### config.mk
export PLATFORM = sky130hd
export DESIGN_NAME = bcd_down_timer
export DESIGN_NICKNAME = d
export VERILOG_FILES = /design/src/rtl/bcd_down_timer.sv
export SDC_FILE = /design/constraint.sdc
export NUM_CORES = 1
export LEC_CHECK = 0
export BUFFER_PORTS_ARGS = -buffer_cell sky130_fd_sc_hd__buf_2
export CORE_MARGIN = 1.5
export CORE_UTILIZATION = 47
export DETAILED_ROUTE_END_ITERATION = 10
export PLACE_DENSITY = 0.85
export SLEW_MARGIN = 10
export SYNTH_ARGS = -nofsm -noshare
export SYNTH_HDL_FRONTEND = slang
export SYNTH_SLANG_ARGS = --single-unit
### constraint.sdc
create_clock -name clk -period 2.13 [get_ports clk]
set_clock_uncertainty 0.05 [all_clocks]
set_input_delay 0.3195 -clock clk [delete_from_list [all_inputs] [get_ports clk]]
set_output_delay 0.3195 -clock clk [all_outputs]
set_load 0.02 [all_outputs]
### src/rtl/bcd_down_timer.sv
// Loadable multi-digit BCD countdown timer.
// A BCD preset counts down to zero, one step per external tick strobe, under
// an IDLE/RUN/EXPIRED run-control FSM. Expiry raises a one-cycle done pulse
// and a sticky expired flag. Every output comes straight from a flop.
module bcd_down_timer #(
    parameter int DIGITS = 2
) (
    input  logic                  clk,
    input  logic                  reset,
    input  logic                  load,
    input  logic [4*DIGITS-1:0]   load_val,
    input  logic                  start,
    input  logic                  pause,
    input  logic                  tick,
    output logic [4*DIGITS-1:0]   count,
    output logic                  running,
    output logic                  expired,
    output logic                  done,
    output logic                  load_err
);

    localparam int W = 4 * DIGITS;

    typedef enum logic [1:0] {IDLE, RUN, EXPIRED} state_t;

    state_t         state_q, state_d;
    logic [W-1:0]   count_q, count_d;
    logic           running_q, expired_q, done_q, done_d, load_err_q, load_err_d;

    logic [W-1:0]   ld_clamp;
    logic           ld_bad;
    logic [W-1:0]   cnt_dec;
    logic           cnt_zero, cnt_one;

    // Clamp each preset digit above 9 down to 9 and flag the bad load.
    always_comb begin
        ld_clamp = load_val;
        ld_bad   = 1'b0;
        for (int i = 0; i < DIGITS; i++) begin
            if (load_val[4*i +: 4] > 4'd9) begin
                ld_clamp[4*i +: 4] = 4'd9;
                ld_bad             = 1'b1;
            end
        end
    end

    // BCD decrement: a 0 digit wraps to 9 and passes the borrow up the chain.
    always_comb begin
        logic borrow;
        cnt_dec = count_q;
        borrow  = 1'b1;
        for (int i = 0; i < DIGITS; i++) begin
            if (borrow) begin
                if (count_q[4*i +: 4] == 4'd0) begin
                    cnt_dec[4*i +: 4] = 4'd9;
                end else begin
                    cnt_dec[4*i +: 4] = count_q[4*i +: 4] - 4'd1;
                    borrow            = 1'b0;
                end
            end
        end
    end

    assign cnt_zero = (count_q == '0);
    assign cnt_one  = (count_q == W'(1));

    // Next-state logic; priority is load > start > tick (reset is in the flop).
    always_comb begin
        state_d    = state_q;
        count_d    = count_q;
        done_d     = 1'b0;
        load_err_d = 1'b0;
        if (load) begin
            count_d    = ld_clamp;
            state_d    = IDLE;
            load_err_d = ld_bad;
        end else begin
            case (state_q)
                IDLE: begin
                    // No decrement on the start edge, even with tick high.
                    if (start) begin
                        if (cnt_zero) begin
                            state_d = EXPIRED;
                            done_d  = 1'b1;
                        end else begin
                            state_d = RUN;
                        end
                    end
                end
                RUN: begin
                    // The zero guard keeps the count from ever wrapping below 0.
                    if (tick && !pause && !cnt_zero) begin
                        count_d = cnt_dec;
                        if (cnt_one) begin
                            state_d = EXPIRED;
                            done_d  = 1'b1;
                        end
                    end
                end
                EXPIRED: ;
                default: state_d = IDLE;
            endcase
        end
    end

    // State and registered outputs; running/expired follow the next state.
    always_ff @(posedge clk) begin
        if (reset) begin
            state_q    <= IDLE;
            count_q    <= '0;
            running_q  <= 1'b0;
            expired_q  <= 1'b0;
            done_q     <= 1'b0;
            load_err_q <= 1'b0;
        end else begin
            state_q    <= state_d;
            count_q    <= count_d;
            running_q  <= (state_d == RUN);
            expired_q  <= (state_d == EXPIRED);
            done_q     <= done_d;
            load_err_q <= load_err_d;
        end
    end

    assign count    = count_q;
    assign running  = running_q;
    assign expired  = expired_q;
    assign done     = done_q;
    assign load_err = load_err_q;

endmodule
==> results of run 1 <==
[critical path: cells and delay by family (launching register included)]
| kind | cells | cell delay (ns) |
|---|---|---|
| AOI/OAI and AO/OA | 2 | 0.51 |
| and+or+nand+nor | 2 | 0.79 |
| DFF | 1 | 0.37 |
[layer usage]
metal | up-vias | share of wire
li1 | 368 | -
met1 | 332 | 0.48
met2 | 22 | 0.47
met3 | 4 | 0.041
met4 | 0 | 0.016
met5 | - | 0
[placed cells by master (no fill, tap or decap), types with 2 or more instances in the layout]
cell type	Yosys	final
buf_2	0	25
dfxtp_1	14	14
o21ai_0	8	8
a21oi_1	8	8
nand2_1	5	5
inv_1	4	4
nor3_1	4	4
a311oi_1	4	4
nor2_1	4	4
a221oi_1	3	3
clkbuf_4	0	3
or2_2	2	2
nor4_1	2	2
nand3_1	2	2
nor3b_1	2	2
[synthesized netlist by cell type (2+ instances only)]
| master | n |
|---|---|
| dfxtp_1 | 14 |
| inv_1 | 4 |
| or2_2 | 2 |
| a311oi_1 | 4 |
| nor4_1 | 2 |
| nand2_1 | 5 |
| nor2_1 | 4 |
| nand3_1 | 2 |
| a221oi_1 | 3 |
| a21oi_1 | 8 |
| nor3_1 | 4 |
| clkbuf_1 | 4 |
| nor3b_1 | 2 |
| o21ai_0 | 8 |
[power by group through the flow]
stage | logic (mW) | registers [mW] | clock network (mW)
floorplan | 0.0585 | 0.314 | 0
global placement | 0.106 | 0.302 | 0
detailed placement | 0.108 | 0.303 | 0
CTS | 0.109 | 0.297 | 0.194
global route | 0.121 | 0.301 | 0.209
finish | 0.109 | 0.298 | 0.193
[flip-flops by register name (all words and copies together) (netlist names)]
signal	cells
count	8
done	1
expired	1
load_err	1
running	1
state_q	2
[final cells by class]
cell class / instances / area share
Multi-Input combinational cell: 61 / 0.4595
Sequential cell: 14 / 0.3186
Timing Repair Buffer: 25 / 0.1422
Clock buffer: 4 / 0.04125
Tap cell: 15 / 0.02134
Inverter: 4 / 0.01707
[cell families after synthesis]
family | Yosys count | synth area share
flip-flops | 14 | 0.3923
AO/OA/AOI/OAI | 27 | 0.2417
AND/OR/NAND/NOR | 34 | 0.3240
buffers and inverters | 8 | 0.04202
[final timing paths]
check                           cells after the start  slack [ns]       end        start
worst min register to register                      2        0.48  count[5]     count[5]
worst max register to register                      4        0.32  count[1]   state_q[1]
worst min-delay path                                3        0.25  count[7]  load_val[7]
worst max-delay path                                4        0.32  count[1]   state_q[1]
==> flow_metrics.tcl, run 1 <==
set metrics [dict create \
    ys_types 31 \
    coreArea_sq_mm 0.001366 \
    min_period_over_period 0.8485 \
    syn-num-nets 97 \
    met1_usage 0.2594 \
    cts_buffer_depth 2 \
    vias 726 \
    clkPwrFrac 0.322 \
    utilization 0.6438 \
    dr.pass1.iters 4 \
    syn_to_final_growth_pct 23.12 \
    finalHoldViolCount 0 \
    avgSynthCellArea_sq_um 8.608 \
    cts_setup_buffers 0 \
    power.leakage_nw 0.3711 \
    drv_cap 0 \
    cts_sinks 14 \
    nFillCells 130 \
    place_ws_ns 0.3049 \
    ys_ff_latch 14 \
    drtIter0Drc 15 \
    grtUsageMet2 0.3500 \
    antenna_found_initial 0 \
    gp_congestion 0.8729 \
    boundaryPins 26 \
    synthCells 83 \
    met3_usage 0.06466 \
    yosys_warnings 0 \
    outcome "completed" \
    cts-resized-gates 0 \
    multiInputGateArea_sq_um 404.1 \
    cp_slowest_stage_delay_ns 0.54 \
    path_max_fanout 6 \
    fin_crit_ns 1.807 \
    vias_per_cell 5.902 \
    grt_pass1_vias 657 \
    grt_pass1_wl_um 2856 \
    layout-drive-gt1-share 0.3333 \
    cts_tree "done" \
    combPwrFrac 0.181 \
    ys.flop_type "dfxtp_1" \
    regArea_sq_um 280.3 \
    start_util 0.5229 \
    placed_cell_area_sq_um 843.3 \
    ys_seq_area_frac 0.3923 \
    crit_required_ns 2.27 \
    drc 0 \
    dieHeight_um 41.99 \
    crit_path_end_kind "flop" \
    rsz0062_at_grt "false" \
    routedWlPerCell_um 13.56 \
    cp.arrival_ns 1.94 \
    setup_tns_ns 0 \
    clk_pin_slew_ns 0.09 \
    switching_share 0.2900 \
    grt_usage 0.2151 \
    routed_wl_um 1668 \
    portBuffers 25 \
    worst_hold_slack_ns 0.2525 \
    setup_violations 0 \
    ctsHoldBuffers 0 \
    fin_area_sq_um 879.6 \
    overflow 0 \
    worst_slack_ns 0.3227 \
    num_rows 13 \
    start_kind "flop" \
    seqPwrFrac 0.497 \
    synth_area_leaders "dfxtp_1 (39%), a21oi_1 (5.6%), o21ai_0 (5.6%)" \
    crit_chain "nand4bb_1 -> nor3_1 -> o21ai_0 -> a311oi_1" \
    diodes 0 \
    p_total_mw 0.5994 \
    synthArstFlopShare 0 \
    yosysTopAreaCellShare 0.3923 \
    slowest_stage "nor3_1" \
    synth_edf_count 0 \
    pwr_density_cell_mw_per_mm2 681.4 \
    slew_headroom 0.5660 \
    busiest_layer "met2" \
    p_sw_mw 0.1738 \
    grt_max_degree 13 \
    dp_hpwl_um 1259 \
    cts_buffers 3 \
    cts-root-buf "clkbuf_4" \
    ant_nets 0 \
    drv_slew 0 \
    die_w_um 41.99 \
    num-nets-final 123 \
    synth_top_cell_by_area "dfxtp_1" \
    critPathKind "reg2reg" \
    synth_area_sq_um 714.4 \
    fin_cells 123 \
    htree_levels 1 \
    fmax_ghz 0.5533 \
    die_area_sq_mm 0.001763 \
    dp.cells 119 \
    p_int_mw 0.4255 \
    worst_skew_pair.late_latency_ns 0.28 \
    worstHoldPathType "in2reg" \
    worst_pin_slew_ns 0.6461 \
    ir_drop_mv 0.5443 \
]
No activity file was read; power rests on OpenSTA's default activity.
==> run 2, diff against run 1 <==
- ABC_AREA: not set -> 1
- CORE_UTILIZATION: 47 -> 49
- clock period: 2.13 -> 1.8 ns (I/O delays scaled with it)
==> run 2 against run 1 <==
  * Design area increased by 22%
  * Utilization decreased by 2.3 points
  * Combinational power increased by 100%
  * First-iteration DRC count increased by 53%
  * Largest cell class unchanged
  * Critical path depth increased by 4
  * Via count increased by 29%
  * Highest routed layer unchanged
==> flow_metrics.tcl, run 2 <==
set metrics [dict create \
    cts_tree "done" \
    layout_common_cells "nand2_1 (31), buf_2 (25), inv_1 (17)" \
    nFillCells 167 \
    regArea_sq_um 280.3 \
    cts-resized-gates 0 \
    p_sw_mw 0.2802 \
    start_kind "flop" \
    ant_nets 0 \
    ys_seq_area_frac 0.3124 \
    layout-drive-gt1-share 0.3188 \
    grt_pass1_vias 875 \
    overflow 0 \
    worst_skew_pair.late_latency_ns 0.29 \
    cts_setup_buffers 0 \
    fin_crit_ns 1.311 \
    largest_reg_flops 8 \
    cts-root-buf "clkbuf_4" \
    yosysTopAreaCellShare 0.3124 \
    path_max_fanout 4 \
    cts_buffers 3 \
    seqPwrFrac 0.433 \
    die_area_sq_mm 0.002097 \
    synth_top_cell_by_area "dfxtp_1" \
    htree_levels 1 \
    critPathKind "reg2reg" \
    synth_edf_count 0 \
    start_util 0.5196 \
    wl_met2_um 1086 \
    portBuffers 25 \
    clkPwrFrac 0.292 \
    ys_ff_latch 14 \
    synthCells 134 \
    setup_tns_ns 0 \
    slew_headroom 0.6806 \
    synth_area_leaders "dfxtp_1 (31%), nand2_1 (13%), inv_1 (7.1%)" \
    vias_per_cell 5.076 \
    ys.flop_type "dfxtp_1" \
    highest_layer "met4" \
    gp_congestion 0.8311 \
    avgSynthCellArea_sq_um 6.695 \
    outcome "completed" \
    num_rows 15 \
    die_w_um 45.79 \
    dr.pass1.iters 4 \
    rsz0062_at_grt "false" \
    crit_required_ns 1.94 \
    worst_hold_slack_ns 0.1889 \
    finalHoldViolCount 0 \
    dieHeight_um 45.79 \
    yosys_warnings 0 \
    vias 939 \
    power.leakage_nw 0.5611 \
    worstHoldPathType "in2reg" \
    clk_pin_slew_ns 0.09 \
    worst_pin_slew_ns 0.4786 \
    cp.arrival_ns 1.45 \
    crit_path_end_kind "flop" \
    wl_met1_um 871 \
    syn_to_final_growth_pct 19.53 \
    place_ws_ns 0.3835 \
    ys_types 21 \
    drtIter0Drc 23 \
    ir_drop_mv 0.4515 \
    multiInputGateArea_sq_um 520.5 \
    drv_slew 0 \
    routedWlPerCell_um 11.26 \
    p_int_mw 0.5300 \
    ctsHoldBuffers 0 \
    min_period_over_period 0.7282 \
    cts_sinks 14 \
    syn-num-nets 148 \
    routed-wl-met3_um 95 \
    num-nets-final 175 \
    synth_area_sq_um 897.1 \
    yosysMostFrequentCell "nand2_1" \
    diodes 0 \
    switching_share 0.3459 \
    coreArea_sq_mm 0.001727 \
    drv_cap 0 \
    synthArstFlopShare 0 \
    setup_violations 0 \
    drc 0 \
    fmax_ghz 0.7629 \
    p_total_mw 0.8102 \
    routed_wl_um 2083 \
    final_common_cell "nand2_1" \
    dp_hpwl_um 1632 \
    grt_max_degree 16 \
    worst_slack_ns 0.4892 \
    boundaryPins 26 \
    antenna_found_initial 0 \
    combPwrFrac 0.275 \
    grt_usage 0.2250 \
    grt_pass1_wl_um 3429 \
    cts_buffer_depth 2 \
    pwr_density_cell_mw_per_mm2 755.6 \
    synth_commonest_cells "nand2_1 (31), inv_1 (17), nor2_1 (16), dfxtp_1 (14), nand3_1 (12)" \
]
==> run 2: changes by cell type in the layout (fill, tap and decap cells not counted), sizes merged, moves of 4 or more <==
cell | previous run | this run
a311oi | 4 | 0
inv | 4 | 21
nand2 | 5 | 36
nand3 | 2 | 13
nand4 | 0 | 4
nor2 | 4 | 23
==> run 2: cell families (layout without fill, tap and decap cells) <==
group / after synthesis / count (layout) / synth area share
compound gates: 18 / 18 / 0.1116
buf+inv: 24 / 50 / 0.1074
flops: 14 / 14 / 0.3124
simple gates: 78 / 78 / 0.4686
==> run 2: path summary, 6_finish.rpt <==
kind         slack [ns]  depth (start not counted)      from  endpoint
max                0.49                          8  count[0]   expired
min reg2reg        0.51                          2  count[1]  count[1]
min                0.19                          2     reset  count[1]
max reg2reg        0.49                          8  count[0]   expired
==> run 2: power by group through the flow <==
stage / clock (mW) / sequential [mW] / combinational [mW]
finish: 0.236 / 0.351 / 0.223
global route: 0.252 / 0.354 / 0.247
CTS: 0.237 / 0.351 / 0.223
detailed placement: 0 / 0.358 / 0.221
global placement: 0 / 0.357 / 0.212
floorplan: 0 / 0.377 / 0.144
==> run 2: layer usage <==
layer  GRT usage  vias to the layer above
met4     0.09714                        0
met2      0.4085                       31
met1      0.2536                      426
met5           0                        -
met3     0.03968                        5
li1            -                      477
==> run 2: layout make-up <==
cell class | count | share of cell area
Inverter | 21 | 0.07351
Timing Repair Buffer | 25 | 0.1167
Sequential cell | 14 | 0.2614
Tap cell | 25 | 0.02917
Multi-Input combinational cell | 96 | 0.4854
Clock buffer | 4 | 0.03384
==> run 2: per-stage QoR <==
stage | util | area [sq um] | cells
floorplan | - | 897.1 | 134
global placement | 0.6000 | 1036 | 181
detailed placement | 0.6000 | 1036 | 181
CTS | 0.6210 | 1072 | 185
global route | 0.6210 | 1072 | 185
finish | 0.6210 | 1072 | 185
==> run 2: critical path, stage by stage, from the launching register on <==
cell	delay (ns)
dfxtp_1	0.35
nor2_1	0.21
nand2_1	0.13
nor2_2	0.13
nor2_2	0.05
nand3_1	0.09
nand3_1	0.07
nand2_1	0.08
inv_1	0.04
==> run 3, diff against run 2 <==
- clock period: 1.8 -> 1.4 ns (I/O delays scaled with it)
==> run 3 against run 2 <==
  * Utilization rose by 0.43 points
  * Critical path depth did not move
  * Global-route usage rose by 0.32 points
  * Sequential share of layout area fell by 0.18 points
  * Power rose by 21%
  * Maximum frequency rose by 3.7%
  * Clock power barely moved
  * Register-to-register slack got worse by 0.35 ns
  * Critical path type unchanged
  * Highest routed layer unchanged
==> flow_metrics.tcl, run 3 (same netlist as run 2, synthesis figures left out) <==
set metrics [dict create \
    outcome "completed" \
    cts-root-buf "clkbuf_4" \
    drv_cap 0 \
    routed_wl_um 1997 \
    path_delay_family "simple AND/OR/NAND/NOR gates" \
    worstHoldPathType "in2reg" \
    path_max_fanout 5 \
    reg2reg_from "count[5]" \
    place_ws_ns 0.1139 \
    drv_slew 0 \
    num_rows 15 \
    cts_buffer_depth 2 \
    worst_pin_slew_ns 0.5572 \
    cp_slowest_stage_delay_ns 0.38 \
    die_w_um 45.79 \
    dr.pass1.iters 4 \
    setup_violations 0 \
    largest_reg_flops 8 \
    num-nets-final 176 \
    cts_buffers 3 \
    nFillCells 177 \
    drtIter0Drc 9 \
    syn_to_final_growth_pct 20.36 \
    final_common_cell "nand2_1" \
    met3_usage 0.05556 \
    dp_hpwl_um 1570 \
    cts_tree "done" \
    cts_setup_buffers 0 \
    portBuffers 25 \
    dieHeight_um 45.79 \
    antenna_found_initial 0 \
    fmax_ghz 0.7909 \
    start_kind "flop" \
    clk_pin_slew_ns 0.09 \
    overflow 0 \
    met1_usage 0.2634 \
    drc 0 \
    vias 930 \
    setup_tns_ns 0 \
    htree_levels 1 \
    worst_slack_ns 0.1356 \
    crit_path_start "count[5]" \
    cts_sinks 14 \
    crit_path_end_kind "flop" \
    pwr_density_cell_mw_per_mm2 905.5 \
    slowest_stage "dfxtp_1" \
    grt_pass1_wl_um 3463 \
    grt_usage 0.2282 \
    worst_skew_pair.late_latency_ns 0.28 \
    cp.buffers_inverters 1 \
    crit_chain "nor2_4 -> nand2_4 -> nor2_2 -> nor2_2 -> nand3_1 -> nand3_1 -> nand2_1 -> inv_1" \
    fin_crit_ns 1.264 \
    ant_nets 0 \
    utilization 0.6254 \
    grt_pass1_vias 890 \
    placed_cell_area_sq_mm 0.001044 \
    gp_congestion 0.8317 \
    grtUsageMet2 0.3859 \
    die_area_sq_mm 0.002097 \
    rsz0062_at_grt "false" \
    routedWlPerCell_um 10.79 \
    diodes 0 \
    crit_required_ns 1.53 \
    grt_max_degree 16 \
    power.leakage_nw 0.5511 \
    fin_area_sq_mm 0.001080 \
    start_util 0.5196 \
    vias_per_cell 5.027 \
    busiest_layer "met2" \
    layout-drive-gt1-share 0.3188 \
    slew_headroom 0.6281 \
    coreArea_sq_mm 0.001727 \
    cp.arrival_ns 1.40 \
    layout_common_cells "nand2_1 (31), buf_2 (25), inv_1 (17)" \
    min_from "reset" \
    min_period_over_period 0.9031 \
    ir_drop_mv 0.5239 \
    finalHoldViolCount 0 \
    boundaryPins 26 \
    critPathKind "reg2reg" \
]
[run 3: cell count changes in the layout (fill, tap and decap cells not counted)]
cell | before | now
buf_4 | 0 | 1
nand2_2 | 2 | 1
nand2_4 | 3 | 4
clkbuf_8 | 1 | 0
nand4_4 | 0 | 1
nand4_2 | 1 | 0
[run 3: per-layer routing]
| metal | vias up | wire, um |
|---|---|---|
| met4 | 0 | 35 |
| li1 | 478 | - |
| met1 | 427 | 918 |
| met3 | 5 | 91 |
| met2 | 20 | 952 |
| met5 | - | 0 |
[run 3: final timing paths]
kind,end,slack [ns],depth (start not counted)
worst max register to register,state_q[1],0.14,8
worst min register to register,count[1],0.50,2
worst min-delay path,count[1],0.14,2
worst max-delay path,state_q[1],0.14,8
[run 3: worst register-to-register path, cell delays in order, from the launching register on]
cell and delay [ns]:
dfxtp_1 0.38, nor2_4 0.15, nand2_4 0.10, nor2_2 0.15
nor2_2 0.05, nand3_1 0.08, nand3_1 0.07, nand2_1 0.09
inv_1 0.04
[run 3: through the flow]
step	hold slack [ns]	total power, mW	std cells
after global placement	0.4490	0.7344	182
after global routing	0.1475	1.032	185
after detailed placement	0.4466	0.7440	182
after floorplan	0.3579	0.6696	134
after CTS	0.1386	0.9714	185
final	0.1414	0.9778	185
[run 3: timing repair]
action,in CTS,in global routing
hold buffers,0,0
endpoints found under the setup margin,0,1
gates resized for setup,0,2
[run 3: cell type report]
cell class / instances / area [sq um] / area share
timing repair buffer: 26 / 132.6 / 0.1228
sequential: 14 / 280.3 / 0.2596
multi-input combinational: 96 / 534.3 / 0.4948
clock buffer: 3 / 22.52 / 0.02086
tap: 25 / 31.28 / 0.02897
inverter: 21 / 78.83 / 0.07300
[run 3: where the power goes]
| part | internal, mW | total, mW | switching [mW] |
|---|---|---|---|
| clock | 0.0999 | 0.236 | 0.136 |
| combinational | 0.103 | 0.291 | 0.188 |
| sequential | 0.423 | 0.451 | 0.0279 |
